### src/rtl/segre_itlb_ptw.sv
// segre_itlb_ptw: single-level page-table walker that refills the instruction TLB on a miss
module segre_itlb_ptw #(
    parameter int                   WORD_SIZE      = 32,
    parameter int                   VIRT_PAGE_BITS = 20,
    parameter int                   PHYS_PAGE_BITS = 8,
    parameter logic [WORD_SIZE-1:0] PT_BASE        = 32'h0000_4000
) (
    input  logic                      clk_i,
    input  logic                      rst_i,
    input  logic                      miss_i,
    input  logic [WORD_SIZE-1:0]      miss_vaddr_i,
    input  logic                      flush_i,
    output logic                      mem_req_o,
    output logic [WORD_SIZE-1:0]      mem_addr_o,
    input  logic                      mem_ready_i,
    input  logic [WORD_SIZE-1:0]      mem_rdata_i,
    output logic                      tlb_we_o,
    output logic [WORD_SIZE-1:0]      tlb_vaddr_o,
    output logic [PHYS_PAGE_BITS-1:0] tlb_ppage_o,
    output logic                      busy_o,
    output logic                      fault_o,
    output logic [15:0]               walk_cnt_o
);
    typedef enum logic [2:0] {IDLE, REQ, CHECK, FILL, FAULT} state_t;

    state_t                    state, state_nx;
    logic [VIRT_PAGE_BITS-1:0] vpn;
    logic [PHYS_PAGE_BITS-1:0] ppn;
    logic                      valid;
    logic                      abort_pending;
    logic [WORD_SIZE-1:0]      mem_addr;
    logic [15:0]               walk_cnt;
    logic                      start;
    logic                      accept;
    logic                      unused_bits;

    assign start       = state == IDLE && miss_i && !flush_i;
    assign accept      = state == REQ && mem_ready_i && !abort_pending && !flush_i;
    assign unused_bits = ^{mem_rdata_i[WORD_SIZE-1:PHYS_PAGE_BITS+12], mem_rdata_i[11:1], miss_vaddr_i[11:0]};

    // State register
    always_ff @(posedge clk_i) begin
        if (rst_i) state <= IDLE;
        else       state <= state_nx;
    end

    // Next state and state-decoded outputs; an issued read is always allowed to complete
    always_comb begin
        state_nx    = state;
        mem_req_o   = 1'b0;
        tlb_we_o    = 1'b0;
        busy_o      = 1'b0;
        fault_o     = 1'b0;
        mem_addr_o  = mem_addr;
        tlb_vaddr_o = {vpn, 12'b0};
        tlb_ppage_o = ppn;
        walk_cnt_o  = walk_cnt;
        case (state)
            IDLE:    state_nx = start ? REQ : IDLE;
            REQ: begin
                mem_req_o = 1'b1;
                busy_o    = 1'b1;
                state_nx  = !mem_ready_i ? REQ : (accept ? CHECK : IDLE);
            end
            CHECK: begin
                busy_o   = 1'b1;
                state_nx = flush_i ? IDLE : (valid ? FILL : FAULT);
            end
            FILL: begin
                tlb_we_o = 1'b1;
                busy_o   = 1'b1;
                state_nx = IDLE;
            end
            FAULT: begin
                fault_o  = 1'b1;
                state_nx = flush_i ? IDLE : FAULT;
            end
            default: state_nx = IDLE;
        endcase
    end

    // Walk datapath: latch the page on start, the PTE on an unaborted response, count fills
    always_ff @(posedge clk_i) begin
        if (rst_i) begin
            vpn           <= '0;
            ppn           <= '0;
            valid         <= 1'b0;
            abort_pending <= 1'b0;
            mem_addr      <= '0;
            walk_cnt      <= '0;
        end else begin
            if (start) begin
                vpn      <= miss_vaddr_i[WORD_SIZE-1:12];
                mem_addr <= PT_BASE + WORD_SIZE'({miss_vaddr_i[WORD_SIZE-1:12], 2'b00});
            end
            if (state == REQ) abort_pending <= mem_ready_i ? 1'b0 : (abort_pending | flush_i);
            if (accept) begin
                valid <= mem_rdata_i[0];
                ppn   <= mem_rdata_i[PHYS_PAGE_BITS+11:12];
            end
            if (state == FILL && walk_cnt != 16'hFFFF) walk_cnt <= walk_cnt + 16'd1;
        end
    end
endmodule

### config.mk
export PLATFORM = sky130hd
export DESIGN_NAME = segre_itlb_ptw
export DESIGN_NICKNAME = d
export VERILOG_FILES = /design/src/rtl/segre_itlb_ptw.sv
export SDC_FILE = /design/constraint.sdc
export NUM_CORES = 1
export LEC_CHECK = 0
export ABC_AREA = 1
export CAP_MARGIN = 10
export CELL_PAD_IN_SITES_DETAIL_PLACEMENT = 0
export CELL_PAD_IN_SITES_GLOBAL_PLACEMENT = 2
export CORE_MARGIN = 2
export CORE_UTILIZATION = 21
export CTS_CLUSTER_DIAMETER = 50
export CTS_CLUSTER_SIZE = 12
export DETAILED_ROUTE_END_ITERATION = 8
export PLACE_DENSITY = 0.92
export SLEW_MARGIN = 20
export SYNTH_ARGS = -nofsm -noshare
export SYNTH_HDL_FRONTEND = slang
export SYNTH_SLANG_ARGS = --single-unit
### constraint.sdc
create_clock -name clk_i -period 2.7 [get_ports clk_i]
set_clock_uncertainty 0.05 [all_clocks]
set_input_delay 0.54 -clock clk_i [delete_from_list [all_inputs] [get_ports clk_i]]
set_output_delay 0.54 -clock clk_i [all_outputs]
set_load 0.01 [all_outputs]
==> results of run 1 <==
[worst max-delay path by stage]
stage,from,cells past startpoint,to
2_1_floorplan,walk_cnt_o[0],9,walk_cnt_o[1]
3_3_place_gp,flush_i,5,tlb_ppage_o[3]
3_5_place_dp,flush_i,5,tlb_ppage_o[2]
4_1_cts,state[2],4,tlb_we_o
5_1_grt,state[2],3,fault_o
6_report,state[2],4,tlb_we_o
[state kept, by name, indices dropped and copies added (netlist names)]
| name | cells |
|---|---|
| mem_addr_o | 9 |
| tlb_ppage_o | 8 |
| abort_pending | 1 |
| state | 3 |
| vpn | 20 |
| walk_cnt_o | 16 |
| valid | 1 |
[cell usage after synthesis]
cell type   n
a21oi_1    30
a211oi_1    2
clkbuf_1    5
nand2_2     2
buf_4      36
conb_1      1
xnor2_1     3
nand3_2     1
or2_2       1
nor2_2      7
buf_2       4
o21ai_4     1
buf_6       1
dfxtp_1    58
a21oi_2     1
nand3b_1    1
nand2_1    61
nor3_1      4
buf_1       2
a31oi_1     1
nand4_1     6
inv_1      33
ha_1        2
o21ai_0    35
nor2_1     67
nor2_4      1
xor2_1      5
inv_2       1
nand3_1    19
[kinds of logic (layout without fill, tap and decap cells)]
group           count (synthesis)  after routing  share of synthesized area, %
other cells                     1             23                        0.1334
xor+xnor                        8              8                         2.492
flops                          58             58                         41.30
compound gates                 70             70                         13.22
buf+inv                        82            158                         16.20
simple gates                  170            170                         25.77
fa+ha+maj                       2              2                        0.8899
[per-stage QoR]
| stage | util, % | instances | cell area (um^2) |
|---|---|---|---|
| after floorplan | - | 413 | 2894 |
| after global placement | 29.32 | 649 | 3852 |
| after detailed placement | 29.32 | 649 | 3852 |
| after CTS | 31.51 | 665 | 4140 |
| after global routing | 31.51 | 665 | 4140 |
| final | 31.51 | 665 | 4140 |
[tightest hold or removal path: cells and delay by family (launching register included)]
family	cells	cell delay, ns
AOI/OAI and AO/OA	1	0.05
buffers and inverters	1	0.05
DFF	1	0.31
[power breakdown]
group	switching (mW)	internal, mW	leakage (nW)	total (mW)
sequential	0.0219	0.893	0.473	0.914
combinational	0.138	0.155	0.957	0.292
clock	0.398	0.710	0.136	1.11
total	0.558	1.76	1.57	2.31
[final cells by class]
type / instances / area (um^2) / area share, %
clock buffer: 11 / 232.7 / 5.621
clock inverter: 5 / 55.05 / 1.330
multi-input combinational: 273 / 1277 / 30.86
tap: 176 / 220.2 / 5.319
inverter: 34 / 127.6 / 3.082
sequential: 58 / 1161 / 28.04
timing repair buffer: 108 / 1066 / 25.75
[metal layers]
metal  vias to the layer above  global-route usage [%]
li1                       1382                       -
met1                      1206                   13.64
met2                        90                   17.79
met3                        15                   4.278
met4                         0                   5.294
met5                         -                       0
==> metrics, run 1 <==
HPWL Detailed=5.626 mm; CTS Buffer Depth=2; PD cells=approximately 560 nW/um^2; largest net degree at the start of global routing=29; Yosys reg bits=58; share of cells above drive strength 1=7.157%; die area=14330 um^2; Synth area leaders=dfxtp_1 41%, buf_4 9.6%, nor2_1 8.9%; Seq/Total Area, Yosys=41.30%; RSZ-0062 raised after global routing=false; CTS tree=done; Worst R2R End=walk_cnt_o[1]; Final Hold Fails=0; Total Routing Usage GR=11.31%; H-tree Lvls=3; Setup TNS=0 ns; post-layout minimum cycle time=about 2.3 ns; library cells used by synthesis=29; reg2reg path depth=7; required time worst endpoint=2.11 ns; Worst-path clk slew=0.05 ns; initial antenna violation count=0; Critical Path Max Stage Delay=around 0.57 ns; CTS Buf Count=9; Hold EP=tlb_ppage_o[7]; most common cell after layout, fill and taps aside=clkdlybuf4s50_1; Buf+Inv Stages, Crit Path=3; crit-path cells=inv_1 > nand3_1 > inv_1 > clkdlybuf4s50_1; CP max FO=4; Final nets=~560; most frequent cell on the critical path=inv_1; status=complete, no violations; Syn-to-layout area delta=47.26%; static leakage=around 1.6 nW; Worst Hold Launch=tlb_ppage_o[7]; DR vias/cell=4.050; Detailed Routing Iterations Pass 1=4; top cell type's share of synthesized area=around two fifths; mean area per synthesized cell=7.190 um^2; critical path arrival=about 1.7 ns; Die H=119.7 um; Slowest-stage cell, CP=clkdlybuf4s50_1; fill cell count=1477; num rows=42; Post-Synthesis Cells=391; CTS root buffer=clkbuf_16; PortBufs=102; Die X=119.7 um; biggest area consumer among synthesized cells=dfxtp_1; max-slew violation count=0; diode count=0; total power=2.315 mW; drc violations=0; critical path type=reg2out; commonest non-fill, non-tap cells in the layout=102 x clkdlybuf4s50_1, 67 x nor2_1, 61 x nand2_1; Worst-Margin Slew=0.5939 ns; CTS hold repair buffers=0; via count=2693; vias in the first global route=2582; worst reg2reg setup slack=roughly 1 ns; Hold/Removal Path Class=reg2reg; Slew HR=around 60%; WL/cell=11.49 um; post_cts resized=0; global-route wire length before repair=12.63 mm; Clock Sinks=58; total setup buffers inserted after CTS=0; Hold Crit Depth=2; Peak VDD IR=248.6 uV; pre-CTS WS=0.4772 ns; clk_lat worst skew=0.33 ns; Period Utilization, post-route=approximately 85%; Top Family by Delay on Critical Path=buffers and inverters; DR WL met2=around 3.4 mm; Max Used Layer=met4; CP endpoint kind=output pin; Post-Route WL=around 7.6 mm; final hold slack=0.3947 ns; Initial Util=21.40%; First DRT Iteration DRCs=80; fmax=0.4356 GHz; metal3 WL=541 um; GRT overflow=0; io pins=161; metal1 wirelength=3.521 mm; Max Cap Violations=0; GP Congestion=about 0.80; Synth Cell Area=2811 um^2; final worst slack=between 0.4 and 0.5 ns; remaining antenna violation count=0; startpoint class of the critical path=flip-flop; Core Area=13140 um^2; Final setup viols=0; Yosys warnings=0; launching point of the worst reg2reg path=walk_cnt_o[0]
Power figures use the tool's default switching activity.
==> run 2, diff against run 1 <==
Settings changed: CAP_MARGIN 10 to not set.
==> results of run 2 <==
No change in the layout: final DEF, timing and power equal those of run 1.
==> run 3, diff against run 2 <==
Settings changed: CORE_UTILIZATION 21 to 17, PLACE_DENSITY 0.92 to 0.8, TNS_END_PERCENT set to 1.
Clock period 2.7 ns to 2.1 ns, I/O delays scaled along.
==> run 3 against run 2 <==
Cell count up 7.2%; via count is 0.78% lower; critical endpoint is now busy_o; largest power group unchanged; die area up 23%; critical path type unchanged; combinational power rose by 32%; final area increased by 3.7%; power rose by 34%.
==> metrics, run 3 (synthesis gave the netlist of run 1 again) <==
commonest non-fill, non-tap cells in the layout=100 x clkdlybuf4s50_1, 67 x nor2_1, 61 x nand2_1; Final Hold Fails=0; startpoint class of the critical path=flip-flop; Hold Crit Depth=2; Net Sw Power=737.6 uW; switch share=23.77%; critical path arrival=around 1.5 ns; RSZ-0062 raised after global routing=false; Setup TNS=0 ns; Critical Path Max Stage Delay=0.56 ns; Pint=2.366 mW; final hold slack=just under 0.4 ns; Worst R2R End=walk_cnt_o[1]; reg2reg path depth=7; max-slew violation count=0; Initial Util=between 10% and 20%; fmax=0.5009 GHz; critical path type=reg2out; Period Utilization, post-route=between 90% and 100%; GRT overflow=0; WL/cell=11.17 um; CTS Buffer Depth=2; cell area after layout=~4300 um^2; launching point of the worst reg2reg path=walk_cnt_o[1]; Max Cap Violations=0; GP Congestion=0.7413; status=complete, no violations; remaining antenna violation count=0; Hold/Removal Path Class=reg2reg; Slowest-stage cell, CP=clkdlybuf4s50_1; drc violations=0; Total Routing Usage GR=9.422%; Post-Route WL=between 7 and 8 mm; worst reg2reg setup slack=around 0.44 ns; Die X=132.6 um; via count=2672; DR vias/cell=approximately 3.7; Largest Register=vpn; met1 Use GR=10.56%; Post-Place Cell Area=3963 um^2; HPWL Detailed=5.823 mm; max reg flops=20; num rows=47; Util after Layout=26.25%; largest net degree at the start of global routing=33; Die H=132.6 um; post-layout minimum cycle time=1.996 ns; M3 GR Usage=4.061%; Final setup viols=0; Worst Hold Launch=tlb_ppage_o[6]; total setup buffers inserted after CTS=0; Flop pwr share=roughly 38%; Final nets=around 560; required time worst endpoint=1.63 ns; clock power share=49.7%; CP max FO=5; Detailed Routing Iterations Pass 1=4; CTS Buf Count=9; total power=3.103 mW; vias in the first global route=approximately 2500; CP endpoint kind=output pin; met2 Use GR=around 15%; Core Area=16350 um^2; crit-path cells=nor2_1 > nor2_1 > clkdlybuf4s50_1; global-route wire length before repair=about 13 mm; Peak VDD IR=360.2 uV; diode count=0; die area=17580 um^2; CTS tree=done; First DRT Iteration DRCs=69; most frequent cell on the critical path=nor2_1; Clock Sinks=58; initial antenna violation count=0; GRT busiest layer=met2; Worst-path clk slew=approximately 0.050 ns; PortBufs=102; most common cell after layout, fill and taps aside=clkdlybuf4s50_1; share of cells above drive strength 1=just under 9%; PD cells=723.1 nW/um^2; CTS root buffer=clkbuf_16; Setup crit start=state[0]; io pins=between 150 and 200; static leakage=1.637 nW; H-tree Lvls=3; clk_lat worst skew=0.33 ns; Hold EP=tlb_ppage_o[6]; combinational fraction of design power=roughly 12%; Syn-to-layout area delta=52.65%
run 3: cell types whose count changed in the layout (fill, tap and decap cells not counted), sizes merged:
cell	delta
clkinvlp	-2
clkinv	+1
clkbuf	+1
dlymetal6s2s	+1
buf	+4
dlygate4sd2	+1
clkdlybuf4s50	-2
run 3: cell type report:
class	instances	area, um^2
sequential	58	1161
multi-input combinational	273	1290
inverter	34	127.6
clock inverter	4	48.80
fill	1820	12060
clock buffer	12	266.5
timing repair buffer	112	1122
tap	220	275.3
run 3: timing repair:
| action | in CTS | in global routing |
|---|---|---|
| resized for setup | 2 | 3 |
| setup endpoints to repair | 2 | 2 |
| endpoints found under the hold margin | 0 | 0 |
| pin swaps | 0 | 0 |
| hold buffers | 0 | 0 |
run 3: layer usage:
metal	part of all wire (%)	routed length (um)
met5	0	0
met4	2.1	168
met3	7.4	590
met2	48	3819
met1	43	3387
run 3: worst max-delay path by stage:
stage / end / slack, ns / depth (start not counted)
5_1_grt: tlb_we_o / 0.03 / 4
4_1_cts: tlb_we_o / 0.02 / 4
3_3_place_gp: mem_addr_o[22] / 0.16 / 7
3_5_place_dp: mem_addr_o[22] / 0.12 / 7
2_1_floorplan: walk_cnt_o[1] / 0.50 / 9
6_report: busy_o / 0.10 / 3
run 3: power by group through the flow:
stage,clock (mW),combinational [mW],sequential (mW)
finish,1.54,0.384,1.18
global route,1.65,0.421,1.18
CTS,1.61,0.390,1.18
detailed placement,0,0.388,1.20
global placement,0,0.386,1.20
floorplan,0,0.190,1.21
run 3: critical path: cells and delay by family (launching register included):
family	cells	cell delay, ns
buffers and inverters	1	0.56
DFF	1	0.43
and+or+nand+nor	2	0.22
run 3: through the flow:
stage | setup slack (ns) | std cells
final | 0.1037 | 713
after global routing | 0.02719 | 713
after CTS | 0.01947 | 713
after detailed placement | 0.1229 | 697
after global placement | 0.1619 | 697
after floorplan | 0.5008 | 413
